File: src/rtl/pwm_ramp_pkg.sv
// pwm_ramp_pkg: shared register map, duty base address, CTRL/STATUS field positions and FSM state type
package pwm_ramp_pkg;
  localparam int A_CTRL = 0;
  localparam int A_TICK_DIV = 1;
  localparam int A_TARGET = 2;
  localparam int A_STEP = 8;
  localparam int A_STATUS = 16;
  localparam int A_CUR = 17;
  localparam int DUTY_BASE = 2;
  localparam int CTRL_EN_BIT = 0;
  localparam int CTRL_MASK_LSB = 8;
  localparam int STATUS_MISSED_BIT = 16;
  typedef enum logic {IDLE, SCAN} state_t;
endpackage

File: src/rtl/pwm_ramp_if.sv
// pwm_ramp_if: host register bus (cs/read/write/reg_addr/wr_data/rd_data) and PWM core write bus
// (pwm_cs/pwm_write/pwm_reg_addr/pwm_wr_data); master = host/core side, slave = ramp controller
interface pwm_ramp_if;
  logic cs;
  logic read;
  logic write;
  logic [4:0] reg_addr;
  logic [31:0] wr_data;
  logic [31:0] rd_data;
  logic pwm_cs;
  logic pwm_write;
  logic [4:0] pwm_reg_addr;
  logic [31:0] pwm_wr_data;
  modport master (
    output cs, read, write, reg_addr, wr_data,
    input rd_data, pwm_cs, pwm_write, pwm_reg_addr, pwm_wr_data
  );
  modport slave (
    input cs, read, write, reg_addr, wr_data,
    output rd_data, pwm_cs, pwm_write, pwm_reg_addr, pwm_wr_data
  );
endinterface

File: src/rtl/pwm_ramp_step.sv
// pwm_ramp_step: combinational saturating step of cur toward target
// ports: cur, target, step (in, W bits) -> next (out, W bits), never overshoots target
module pwm_ramp_step #(
  parameter int W = 10
) (
  input  logic [W-1:0] cur,
  input  logic [W-1:0] target,
  input  logic [W-1:0] step,
  output logic [W-1:0] next
);
  logic up;
  logic [W-1:0] gap;
  // comparing the remaining gap against step avoids any W-bit wrap of cur+/-step
  assign up = cur < target;
  assign gap = up ? target - cur : cur - target;
  assign next = (gap <= step) ? target : (up ? cur + step : cur - step);
endmodule

File: src/rtl/pwm_ramp_ctrl.sv
// pwm_ramp_ctrl: host-programmed duty-cycle ramp sequencer driving a PWM core register bus
// ports: clk; reset (sync, active-low); bus (pwm_ramp_if.slave: host register slave + core write master);
// irq (ramp-done interrupt, built only when PWM_RAMP_IRQ_EN is defined, else tied 0)
module pwm_ramp_ctrl
  import pwm_ramp_pkg::*;
#(
  parameter int NUM_CH = 6,
  parameter int RES_W = 10
) (
  input  logic clk,
  input  logic reset,
  pwm_ramp_if.slave bus,
  output logic irq
);
  localparam int IW = (NUM_CH > 1) ? $clog2(NUM_CH) : 1;
  logic en;
  logic [NUM_CH-1:0] mask;
  logic [NUM_CH-1:0] busy;
  logic [31:0] tick_div;
  logic [31:0] cnt;
  logic [31:0] lim;
  logic [31:0] rd;
  logic [RES_W-1:0] tgt [NUM_CH];
  logic [RES_W-1:0] stp [NUM_CH];
  logic [RES_W-1:0] cur [NUM_CH];
  logic [RES_W-1:0] nxt;
  logic tick;
  logic missed;
  logic host_wr;
  logic status_wr;
  logic core_wr;
  logic unused_read;
  state_t state, state_n;
  logic [IW-1:0] idx, idx_n;
  assign host_wr = bus.cs && bus.write;
  assign status_wr = host_wr && bus.reg_addr == 5'(A_STATUS);
  assign unused_read = bus.read;
  // TICK_DIV of 0 divides like 1; >= keeps the counter bounded if TICK_DIV shrinks mid-count
  assign lim = (tick_div == '0) ? '0 : tick_div - 32'd1;
  assign tick = en && cnt >= lim;
  always_comb begin
    busy = '0;
    for (int i = 0; i < NUM_CH; i++) busy[i] = mask[i] && stp[i] != '0 && cur[i] != tgt[i];
  end
  pwm_ramp_step #(.W(RES_W)) u_step (
    .cur(cur[idx]),
    .target(tgt[idx]),
    .step(stp[idx]),
    .next(nxt)
  );
  always_comb begin
    state_n = state;
    idx_n = idx;
    core_wr = 1'b0;
    if (state == IDLE) begin
      state_n = tick ? SCAN : IDLE;
      idx_n = '0;
    end else if (!en) begin
      state_n = IDLE;
    end else begin
      core_wr = busy[idx];
      idx_n = idx + 1'b1;
      state_n = (idx == IW'(NUM_CH - 1)) ? IDLE : SCAN;
    end
  end
  always_ff @(posedge clk) begin
    if (!reset) begin
      en <= 1'b0;
      mask <= '0;
      tick_div <= '0;
      cnt <= '0;
      missed <= 1'b0;
      state <= IDLE;
      idx <= '0;
      bus.pwm_cs <= 1'b0;
      bus.pwm_write <= 1'b0;
      bus.pwm_reg_addr <= '0;
      bus.pwm_wr_data <= '0;
      for (int i = 0; i < NUM_CH; i++) begin
        tgt[i] <= '0;
        stp[i] <= '0;
        cur[i] <= '0;
      end
    end else begin
      cnt <= (!en || tick) ? '0 : cnt + 32'd1;
      state <= state_n;
      idx <= idx_n;
      bus.pwm_cs <= core_wr;
      bus.pwm_write <= core_wr;
      bus.pwm_reg_addr <= core_wr ? 5'(DUTY_BASE + int'(idx)) : '0;
      bus.pwm_wr_data <= core_wr ? 32'(nxt) : '0;
      if (core_wr) cur[idx] <= nxt;
      if (state == SCAN && tick) missed <= 1'b1;
      // host writes come last so a same-edge STATUS write clears a fresh miss and a jump overrides the scan
      if (status_wr) missed <= 1'b0;
      if (host_wr && bus.reg_addr == 5'(A_CTRL)) begin
        en <= bus.wr_data[CTRL_EN_BIT];
        mask <= bus.wr_data[CTRL_MASK_LSB +: NUM_CH];
      end
      if (host_wr && bus.reg_addr == 5'(A_TICK_DIV)) tick_div <= bus.wr_data;
      for (int i = 0; i < NUM_CH; i++) begin
        if (host_wr && bus.reg_addr == 5'(A_TARGET + i)) begin
          tgt[i] <= bus.wr_data[RES_W-1:0];
          if (bus.wr_data[31]) cur[i] <= bus.wr_data[RES_W-1:0];
        end
        if (host_wr && bus.reg_addr == 5'(A_STEP + i)) stp[i] <= bus.wr_data[RES_W-1:0];
      end
    end
  end
  always_comb begin
    rd = '0;
    if (bus.reg_addr == 5'(A_CTRL)) rd = (32'(en) << CTRL_EN_BIT) | (32'(mask) << CTRL_MASK_LSB);
    if (bus.reg_addr == 5'(A_TICK_DIV)) rd = tick_div;
    if (bus.reg_addr == 5'(A_STATUS)) rd = 32'(busy) | (32'(missed) << STATUS_MISSED_BIT);
    for (int i = 0; i < NUM_CH; i++) begin
      if (bus.reg_addr == 5'(A_TARGET + i)) rd = 32'(tgt[i]);
      if (bus.reg_addr == 5'(A_STEP + i)) rd = 32'(stp[i]);
      if (bus.reg_addr == 5'(A_CUR + i)) rd = 32'(cur[i]);
    end
  end
  assign bus.rd_data = rd;
`ifdef PWM_RAMP_IRQ_EN
  logic busy_q;
  logic irq_q;
  logic fall;
  // fall is high in the cycle right after busy drained, so irq is visible from that very edge
  assign fall = busy_q && busy == '0;
  assign irq = irq_q || fall;
  always_ff @(posedge clk) begin
    if (!reset) begin
      busy_q <= 1'b0;
      irq_q <= 1'b0;
    end else begin
      busy_q <= |busy;
      irq_q <= status_wr ? 1'b0 : (irq_q || fall);
    end
  end
`else
  assign irq = 1'b0;
`endif
endmodule
File: src/flat_wrapper.sv
// flat-port wrapper written by rule: the top's interface ports become plain ports
module pwm_ramp_ctrl_flat import pwm_ramp_pkg::*;
#(
  parameter int NUM_CH = 6,
  parameter int RES_W = 10
)
  (clk, reset, irq, bus_cs, bus_read, bus_write, bus_reg_addr, bus_wr_data, bus_rd_data, bus_pwm_cs, bus_pwm_write, bus_pwm_reg_addr, bus_pwm_wr_data);
  pwm_ramp_if bus_i ();
  input  logic clk;
  input  logic reset;
  output logic irq;
  input wire logic [$bits(bus_i.cs)-1:0] bus_cs;
  input wire logic [$bits(bus_i.read)-1:0] bus_read;
  input wire logic [$bits(bus_i.write)-1:0] bus_write;
  input wire logic [$bits(bus_i.reg_addr)-1:0] bus_reg_addr;
  input wire logic [$bits(bus_i.wr_data)-1:0] bus_wr_data;
  output wire logic [$bits(bus_i.rd_data)-1:0] bus_rd_data;
  output wire logic [$bits(bus_i.pwm_cs)-1:0] bus_pwm_cs;
  output wire logic [$bits(bus_i.pwm_write)-1:0] bus_pwm_write;
  output wire logic [$bits(bus_i.pwm_reg_addr)-1:0] bus_pwm_reg_addr;
  output wire logic [$bits(bus_i.pwm_wr_data)-1:0] bus_pwm_wr_data;
  assign bus_i.cs = bus_cs;
  assign bus_i.read = bus_read;
  assign bus_i.write = bus_write;
  assign bus_i.reg_addr = bus_reg_addr;
  assign bus_i.wr_data = bus_wr_data;
  assign bus_rd_data = bus_i.rd_data;
  assign bus_pwm_cs = bus_i.pwm_cs;
  assign bus_pwm_write = bus_i.pwm_write;
  assign bus_pwm_reg_addr = bus_i.pwm_reg_addr;
  assign bus_pwm_wr_data = bus_i.pwm_wr_data;
  pwm_ramp_ctrl #(.NUM_CH(NUM_CH), .RES_W(RES_W)) u_core (.clk(clk), .reset(reset), .bus(bus_i), .irq(irq));
endmodule
File: config.mk
export PLATFORM = sky130hd
export DESIGN_NAME = pwm_ramp_ctrl_flat
export DESIGN_NICKNAME = d
export VERILOG_FILES = /design/src/rtl/pwm_ramp_pkg.sv /design/src/rtl/pwm_ramp_if.sv /design/src/rtl/pwm_ramp_step.sv /design/src/rtl/pwm_ramp_ctrl.sv /design/src/flat_wrapper.sv
export SDC_FILE = /design/constraint.sdc
export NUM_CORES = 1
export LEC_CHECK = 0
export ABC_CLOCK_PERIOD_IN_PS = 19400
export BUFFER_PORTS_ARGS = -buffer_cell sky130_fd_sc_hd__clkbuf_2
export CORE_ASPECT_RATIO = 0.9
export CORE_UTILIZATION = 50
export DETAILED_ROUTE_END_ITERATION = 7
export MAX_ROUTING_LAYER = met4
export PLACE_DENSITY = 0.78
export SLEW_MARGIN = 10
export SYNTH_ARGS = -nofsm -noshare
export SYNTH_HDL_FRONTEND = slang
export SYNTH_SLANG_ARGS = --single-unit
File: constraint.sdc
create_clock -name clk -period 19.4 [get_ports clk]
set_clock_uncertainty 0.2 [all_clocks]
set_input_delay 1.94 -clock clk [delete_from_list [all_inputs] [get_ports clk]]
set_output_delay 1.94 -clock clk [all_outputs]
set_load 0.03 [all_outputs]
Yosys cells after proc, flatten, opt, wreduce, memory -nomap -nowiden. Memories as Yosys holds them, arrays and structs flattened. A register that Yosys moved wholly into a read port is not among the register bits. Cells that the tools add are included.

Output and inout port bits: 72. Memory bits (writable): 180. Logic and storage cells: 258. Input port bits: 42. Memory bits (read-only): 0. Register bits after elaboration: 114. Latch bits: 0. Memories: 3.

Memories: u_core.cur (depth 6, bits a word 10, read ports 7, clocked after Yosys merged registers in 1, wr ports 7, RTL line pwm_ramp_ctrl.sv:25) `logic [RES_W-1:0] cur [NUM_CH];`; u_core.stp (depth 6, bits a word 10, read ports 7, clocked after Yosys merged registers in 1, wr ports 6, RTL line pwm_ramp_ctrl.sv:24) `logic [RES_W-1:0] stp [NUM_CH];`; u_core.tgt (depth 6, bits a word 10, read ports 7, clocked after Yosys merged registers in 1, wr ports 6, RTL line pwm_ramp_ctrl.sv:23) `logic [RES_W-1:0] tgt [NUM_CH];`.

Add/sub/neg operators: 8. Div/mod/pow operators: 0. $lt $le $gt $ge: 4. Reduce and logical (&&, ||, !) cells: 44. Equality and inequality tests: 33. Shift operators: 0. Bitwise logic cells: 39. Multiply operators: 0. Multiplexer cells: 116.

Operators with widths (number): 32-bit two-way mux (21); 10-bit two-way mux (21); 1-bit two-way mux (66); 10-bit != test (6); 10-bit nonzero test (6); 5-bit == test (second input constant) (7); 32-bit by 1-bit adder with 32-bit output (second input constant) (1); 32-bit greater-or-equal comparator (1); 32-bit zero test (1); 32-bit by 1-bit subtractor with 32-bit output (second input constant) (1); 5-bit by 4-bit == test with 1-bit output (second input constant) (6); 1-bit logical AND (30); 10-bit subtractor (3); 3-bit == test (second input constant) (7); 5-bit by 3-bit == test with 1-bit output (second input constant) (4); 3-bit two-way mux (6); 1-bit OR (18); 6-bit by 17-bit OR with 17-bit output (1); 14-bit two-way mux (1); 1-bit by 14-bit OR with 14-bit output (1); 1-bit AND (12); 10-bit adder (1); 5-bit by 2-bit == test with 1-bit output (second input constant) (2); 10-bit less-or-equal comparator (1); 12 further kinds (20).

Logic depth before layout (Yosys ltp). Gate-level depths: netlist of run 1. An unclocked memory read counts as a cell.

Depth after elaboration: 24. Gate-level depth with buffers: 27. Gate-level depth less buffers: 22.

By module. Synthesis of run 1 repeated with hierarchy kept, for this count alone.

Cell total of the unflattened synthesis: 1921. Area total of the unflattened synthesis: 19172.1 µm².

By module, submodules not included: pwm_ramp_ctrl (area an instance 17470.5 µm², cells an instance 1691, seq. area each 7887.6 µm², times used 1); pwm_ramp_step (area an instance 1701.6 µm², cells an instance 230, seq. area each 0.0 µm², times used 1).

Worst setup path before layout of run 1. Ideal clock, no wire load.

Kind: reg2reg. From: reg (tool-made name). To: mem u_core.cur[0][1] (data pin). Path buffers: 6. Stages on the path, launching flop included: 26. Arrival: 6.334 ns. Data required time: 18.920 ns. Slack: 12.587 ns. Period minus slack after synthesis: 6.813 ns. Library setup time: 0.280 ns. Cell sequence: dfxtp_1 buf_2 buf_2 buf_2 buf_4 buf_2 mux4_2 mux2i_1 ha_1 inv_1 fa_1 a211oi_1 o21ai_0 o211ai_1 o211a_1 buf_1 mux2i_1 xnor2_1 ha_1 o21ai_0 a21oi_1 a2111oi_0 o21ai_0 nand2_1 mux2i_1 mux2i_1.

RTL lines (RTL line): end: declaration (pwm_ramp_ctrl.sv:25).

==> summary.txt, run 1 <==
Timing
  • Period minus WS final: 8.24 ns
  • Fin. Hold Viols: 0
  • Worst Max-Slew Pin Slew: 1.24 ns
  • Slew Viols, Final: 0
  • Fin crit share: 0.425
  • Setup TNS: 0 ns
  • Fin worst setup slack: 11.16 ns
  • RSZ-0062 raised after global routing: false
  • Final setup viols: 0
  • Rel. slew slack: 0.164
  • Fmax: 121 MHz

Detailed routing
  • Initial DRC Count: 2,578
  • Routed wire length per instance: 29.3 um
  • Drt drc: 0
  • Post-route ant nets: 0
  • Via count: 16,600
  • Final WL: 72,900 um
  • DR vias/cell: 6.67
  • Drt first pass iters: 7

Clocking
  • CTS Buf Count: 31
  • Clock transition at the registers of the reported paths: 0.06 ns
  • H-tree level count: 1
  • Clk buf depth: 3
  • Setup Fix Bufs, Post-CTS: 0
  • Root Driver: clkbuf_16
  • CTS tree: yes
  • PostCTS Resize Cnt: 0
  • Hold buffer count at cts: 0
  • Sink Count: 294
  • Clk_lat worst skew: 0.59 ns

Floorplan
  • Die X-Extent: 208 um
  • Num ports: 114
  • Area of the core: 37,500 um2
  • Row cnt: 67
  • Initial core utilization: 0.511
  • Die H: 188 um
  • Die area: 39,100 um2

Placed design
  • Dpl cells: 2,426
  • Dpl hpwl: 54,100 um
  • Pre-CTS setup slack: 11.21 ns
  • IO Port Bufs: 88
  • RD Place Congestion: 1.03

Global routing
  • Total congestion overflow: 0
  • Vias in the first global route: 15,400
  • Initial antenna violation count: 1
  • GRT Util Overall: 0.378
  • Largest net degree at the start of global routing: 83
  • First-pass GRT wire length: 104,000 um

Layout
  • Multi-input logic area: 10,500 um2
  • Register area: 7890 um2
  • Share of layout cells above drive strength 1: 0.128
  • # fillers: 3,255
  • Final Core Density: 0.559
  • Nets: 2,104
  • Non-filler instance count after layout: 2,485
  • Synth-to-layout area growth: 9.40%

Setup path
  • Arrival @ worst endpoint: 8.32 ns
  • CP max FO: 39
  • Req. time, crit path: 19.48 ns
  • CP Capture Type: register
  • WS Path Type: reg2reg
  • Startpoint types: register

Logic synthesis
  • Mapped Cells: 1,940
  • FF+latch count, synth: 294
  • Synth Area per Inst: 9.87 um2
  • Syn. warnings: 0
  • Yosys cell types: 79
  • Async set-reset flop share out of synthesis: 0
  • EDFF count, synth: 200
  • Mapped cell area: 19,100 um2
  • Sequential cell area fraction in the yosys report: 0.412
  • Synth Flop Type: edfxtp_1

Power and ir drop
  • Max VDD drop: 0.0000736 V
  • LEAKAGE: 8.11 nW
  • PwrDens: 77.9 nW/um2

Status
  • Status: completed

Flow run
  • Max-cap violations: 0

Worst hold path
  • Min-delay worst type: reg2reg
[layout make-up]
class,count,area share
multi-input cells,1462,0.500
flip-flops and latches,294,0.377
clock buffers,43,0.0411
repair buffers,127,0.0350
well taps,483,0.0289
inverters,60,0.0108
clock inverters,15,0.00687
diodes,1,0.000119
[power by group]
group	switching, mW	internal, mW	total (mW)
Sequential	0.0398	0.695	0.735
Combinational	0.201	0.0999	0.301
Clock	0.259	0.337	0.596
[worst max-delay path, stage by stage (launching register included)]
cell and delay [ns]:
dfxtp_4 0.56, buf_4 0.68, mux4_2 0.63, mux2i_1 0.64, inv_1 0.27, fa_1 0.48, a211oi_1 0.39, o21ai_0 0.15
o211ai_1 0.18, o211a_1 0.53, mux2i_1 0.28, xnor2_1 0.14, ha_1 0.26, o21ai_0 0.08, a21oi_1 0.09, a2111oi_0 0.40
o21ai_0 0.20, nand2_1 0.47, mux2i_1 1.05, mux2i_1 0.20
[final timing paths]
check / startpoint / to / slack, ns / cells after the start
worst max-delay path: register / u_core.cur[0][8] / 11.16 / 19
worst min-delay path: u_core.missed / u_core.missed / 0.27 / 2
worst max register to register: register / u_core.cur[0][8] / 11.16 / 19
worst min register to register: u_core.missed / u_core.missed / 0.27 / 2
[placed cells by master, fill, tap and decap left out, types with 15 or more instances in the layout]
cell type  Yosys  final
a21boi_0      35     35
a21o_1        22     22
a21oi_1       50     50
a22oi_1       15     15
and3_1       162    161
buf_4         27     39
clkbuf_16      0     31
clkbuf_2       0     88
conb_1         1     24
dfxtp_1       94     92
edfxtp_1     200    200
ha_1          83     83
inv_1         60     60
mux2i_1      102    102
mux4_2        40     40
nand2_1      237    237
nand3_1       42     41
nand4_1       27     27
nor2_1       132    131
nor2b_1       17     17
nor3_1        28     27
nor4_1        24     24
o21ai_0       63     62
o22ai_1       15     15
xnor2_1       54     54
xor2_1        82     82
[cells in the mapped netlist (40+ instances only)]
| master | instances | area (um2) |
|---|---|---|
| dfxtp_1 | 94 | 1880 |
| a21oi_1 | 50 | 250 |
| clkbuf_1 | 96 | 360 |
| xnor2_1 | 54 | 473 |
| inv_1 | 60 | 225 |
| nor2_1 | 132 | 495 |
| edfxtp_1 | 200 | 6010 |
| o21ai_0 | 63 | 315 |
| nand3_1 | 42 | 210 |
| nand2_1 | 237 | 890 |
| xor2_1 | 82 | 718 |
| ha_1 | 83 | 1040 |
| mux2i_1 | 102 | 1020 |
| mux4_2 | 40 | 901 |
| and3_1 | 162 | 1010 |
[kinds of logic (layout without fill, tap and decap cells)]
family                     Yosys count  count (layout)  share of synthesized area
and+or+nand+nor                    732             732                      0.191
buffers and inverters              207             245                     0.0473
DFF                                294             294                      0.412
adders and majority gates           86              86                     0.0574
AOI/OAI and AO/OA                  326             326                      0.120
other                                1              25                   0.000196
xor gates and xnor gates           136             136                     0.0622
muxes                              158             158                      0.110
[state kept, by name, indices dropped and copies added (netlist names), 3 cells and up, named ones only]
signal,count
u_core.bus.pwm_reg_addr,4
u_core.cur,80
u_core.tick_div,32
u_core.idx,3
u_core.bus.pwm_wr_data,10
u_core.cnt,32
u_core.tgt,60
u_core.stp,60
u_core.mask,6
[metal layers]
layer  global-route usage  share of wire
met1                0.514           0.41
met2                0.550           0.43
met3               0.0697           0.11
met4                0.165          0.051
met5                    -              0
[per-stage QoR]
stage / hold slack (ns) / power [mW] / cell area [um2]
2_1_floorplan: 0.225 / 0.911 / 19200
3_3_place_gp: 0.237 / 1.03 / 19900
3_5_place_dp: 0.257 / 1.03 / 19900
4_1_cts: 0.272 / 1.62 / 20900
5_1_grt: 0.326 / 1.67 / 20900
6_report: 0.267 / 1.63 / 20900
(Power assumes the default switching activity.)
==> inputs of run 2 (changes only) <==
--- a/config.mk
+++ b/config.mk
@@ -5,13 +5,13 @@
 export SDC_FILE = /design/constraint.sdc
 export NUM_CORES = 1
 export LEC_CHECK = 0
-export ABC_CLOCK_PERIOD_IN_PS = 19400
+export ABC_CLOCK_PERIOD_IN_PS = 7300
 export BUFFER_PORTS_ARGS = -buffer_cell sky130_fd_sc_hd__clkbuf_2
 export CORE_ASPECT_RATIO = 0.9
 export CORE_UTILIZATION = 50
 export DETAILED_ROUTE_END_ITERATION = 7
 export MAX_ROUTING_LAYER = met4
-export PLACE_DENSITY = 0.78
+export PLACE_DENSITY = 0.8
 export SLEW_MARGIN = 10
 export SYNTH_ARGS = -nofsm -noshare
 export SYNTH_HDL_FRONTEND = slang
==> constraint.sdc (replaced) <==
create_clock -name clk -period 7.3 [get_ports clk]
set_clock_uncertainty 0.2 [all_clocks]
set_input_delay 0.73 -clock clk [delete_from_list [all_inputs] [get_ports clk]]
set_output_delay 0.73 -clock clk [all_outputs]
set_load 0.03 [all_outputs]
==> run 2 against run 1 <==
  * Die area stayed put
  * Total power rose to 2.7 times the previous value
  * Worst setup slack lost 11 ns
  * Non-clock buffer count up 15
  * Global-route usage is 0.73 points higher
  * Sequential power grew to 2.7 times the previous value
  * Final area rose by 0.60%
  * Hold slack worse by 0.082 ns
  * Register-to-register slack got worse by 11 ns
  * Via count increased by 0.92%
  * Critical path depth grew 3
  * Sequential share of layout area decreased by 0.23 points
  * Critical endpoint is now u_core.cur[3][1]
  * Largest cell class unchanged
  * Largest power group unchanged
==> summary.txt, run 2 (same netlist as run 1, synthesis figures left out) <==
Status
  • Status: completed

Timing
  • Period minus WS final: 6.71 ns
  • Worst Max-Slew Pin Slew: 1.15 ns
  • Rel. slew slack: 0.232
  • Fin worst setup slack: 0.589 ns
  • RSZ-0062 raised after global routing: false
  • Final setup viols: 0
  • Fin crit share: 0.919
  • Fmax: 149 MHz
  • Fin. Hold Viols: 0
  • Slew Viols, Final: 0
  • Setup TNS: 0 ns

Setup path
  • CP Capture Type: register
  • Req. time, crit path: 7.39 ns
  • Arrival @ worst endpoint: 6.80 ns
  • WS Path Type: reg2reg
  • Startpoint types: register
  • CP max FO: 15

Layout
  • Nets: 2,119
  • Non-filler instance count after layout: 2,502
  • Regs by FF count: u_core.cur (80), u_core.stp (60), u_core.tgt (60)
  • Share of layout cells above drive strength 1: 0.135
  • Most frequent cells in the layout: 237 x nand2_1, 200 x edfxtp_1, 161 x and3_1
  • Most common cell after layout, fill and taps aside: nand2_1
  • Largest register FFs: 80
  • Biggest register: u_core.cur
  • Finished Cell Area: 21,100 um2
  • Register area: 7890 um2
  • # fillers: 3,235
  • Synth-to-layout area growth: 10.1%
  • Multi-input logic area: 10,500 um2

Placed design
  • Dpl cells: 2,441
  • Placed inst area: 20,100 um2
  • IO Port Bufs: 88
  • RD Place Congestion: 1.06
  • Pre-CTS setup slack: 0.859 ns
  • Dpl hpwl: 54,600 um

Detailed routing
  • DR vias/cell: 6.68
  • Initial DRC Count: 2,253
  • Final WL: 73,600 um
  • Routed wire length per instance: 29.4 um
  • Post-route ant nets: 0
  • Drt first pass iters: 6
  • Via count: 16,700
  • Drt drc: 0

Global routing
  • First-pass GRT wire length: 107,000 um
  • GRT Util Overall: 0.385
  • Total congestion overflow: 0
  • Vias in the first global route: 15,900
  • Initial antenna violation count: 4
  • Largest net degree at the start of global routing: 119

Floorplan
  • Die X-Extent: 208 um
  • Die area: 39,100 um2
  • Initial core utilization: 0.511
  • Num ports: 114
  • Row cnt: 67
  • Die H: 188 um
  • Area of the core: 37,500 um2

Clocking
  • Sink Count: 294
  • Clock transition at the registers of the reported paths: 0.06 ns
  • Setup Fix Bufs, Post-CTS: 0
  • Hold buffer count at cts: 0
  • Clk buf depth: 3
  • PostCTS Resize Cnt: 0
  • H-tree level count: 1
  • CTS Buf Count: 31
  • Clk_lat worst skew: 0.59 ns
  • Root Driver: clkbuf_16
  • CTS tree: yes

Power and ir drop
  • PwrDens: 207 nW/um2
  • Total power: 4.36 mW
  • Max VDD drop: 0.000191 V
  • LEAKAGE: 8.20 nW

Flow run
  • Max-cap violations: 0

Worst hold path
  • Min-delay worst type: in2reg
## run 2: layout make-up
| cell class | instances | area share |
|---|---|---|
| antenna | 6 | 0.000713 |
| clock buffer | 40 | 0.0410 |
| clock inverter | 15 | 0.00618 |
| inverter | 60 | 0.0107 |
| multi-input combinational | 1462 | 0.497 |
| sequential | 294 | 0.375 |
| tap | 483 | 0.0287 |
| timing repair buffer | 142 | 0.0407 |
## run 2: stage by stage
stage / util / hold slack, ns
floorplan: - / 0.225
detailed placement: 0.535 / 0.255
global placement: 0.535 / 0.236
global route: 0.562 / 0.199
CTS: 0.562 / 0.183
finish: 0.562 / 0.185
## run 2: layer usage
layer | global-route usage | vias to the layer above | wire (um)
met2 | 0.559 | 1101 | 31700
met3 | 0.0914 | 223 | 9010
li1 | - | 7209 | -
met5 | - | - | 0
met4 | 0.183 | 0 | 3850
met1 | 0.506 | 8186 | 29000
## run 2: power by group
group          switching (mW)  internal [mW]  total (mW)
Clock                   0.682          0.901        1.58
Sequential              0.106           1.85        1.95
Combinational           0.539          0.286       0.825
Total                    1.33           3.03        4.36
## run 2: final timing paths
path	cells past startpoint	slack [ns]	to	start
max	22	0.59	u_core.cur[3][1]	register
min	3	0.19	u_core.tick_div[19]	bus_wr_data[19]
max reg2reg	22	0.59	u_core.cur[3][1]	register
min reg2reg	2	0.27	u_core.missed	u_core.missed
## run 2: critical path: stages (launching register included)
cell	delay (ns)
dfxtp_4	0.54
mux4_2	0.57
mux2i_1	0.65
inv_1	0.26
fa_1	0.49
a211oi_1	0.44
o21ai_0	0.17
o211ai_1	0.18
o211ai_1	0.15
buf_4	0.21
and3_1	0.18
a31o_2	0.24
o21ai_0	0.21
xor2_1	0.18
ha_1	0.26
a21o_1	0.16
a211oi_1	0.22
o21ai_0	0.15
nand2_1	0.15
buf_4	0.18
mux2i_1	0.23
buf_4	0.26
mux2i_1	0.11
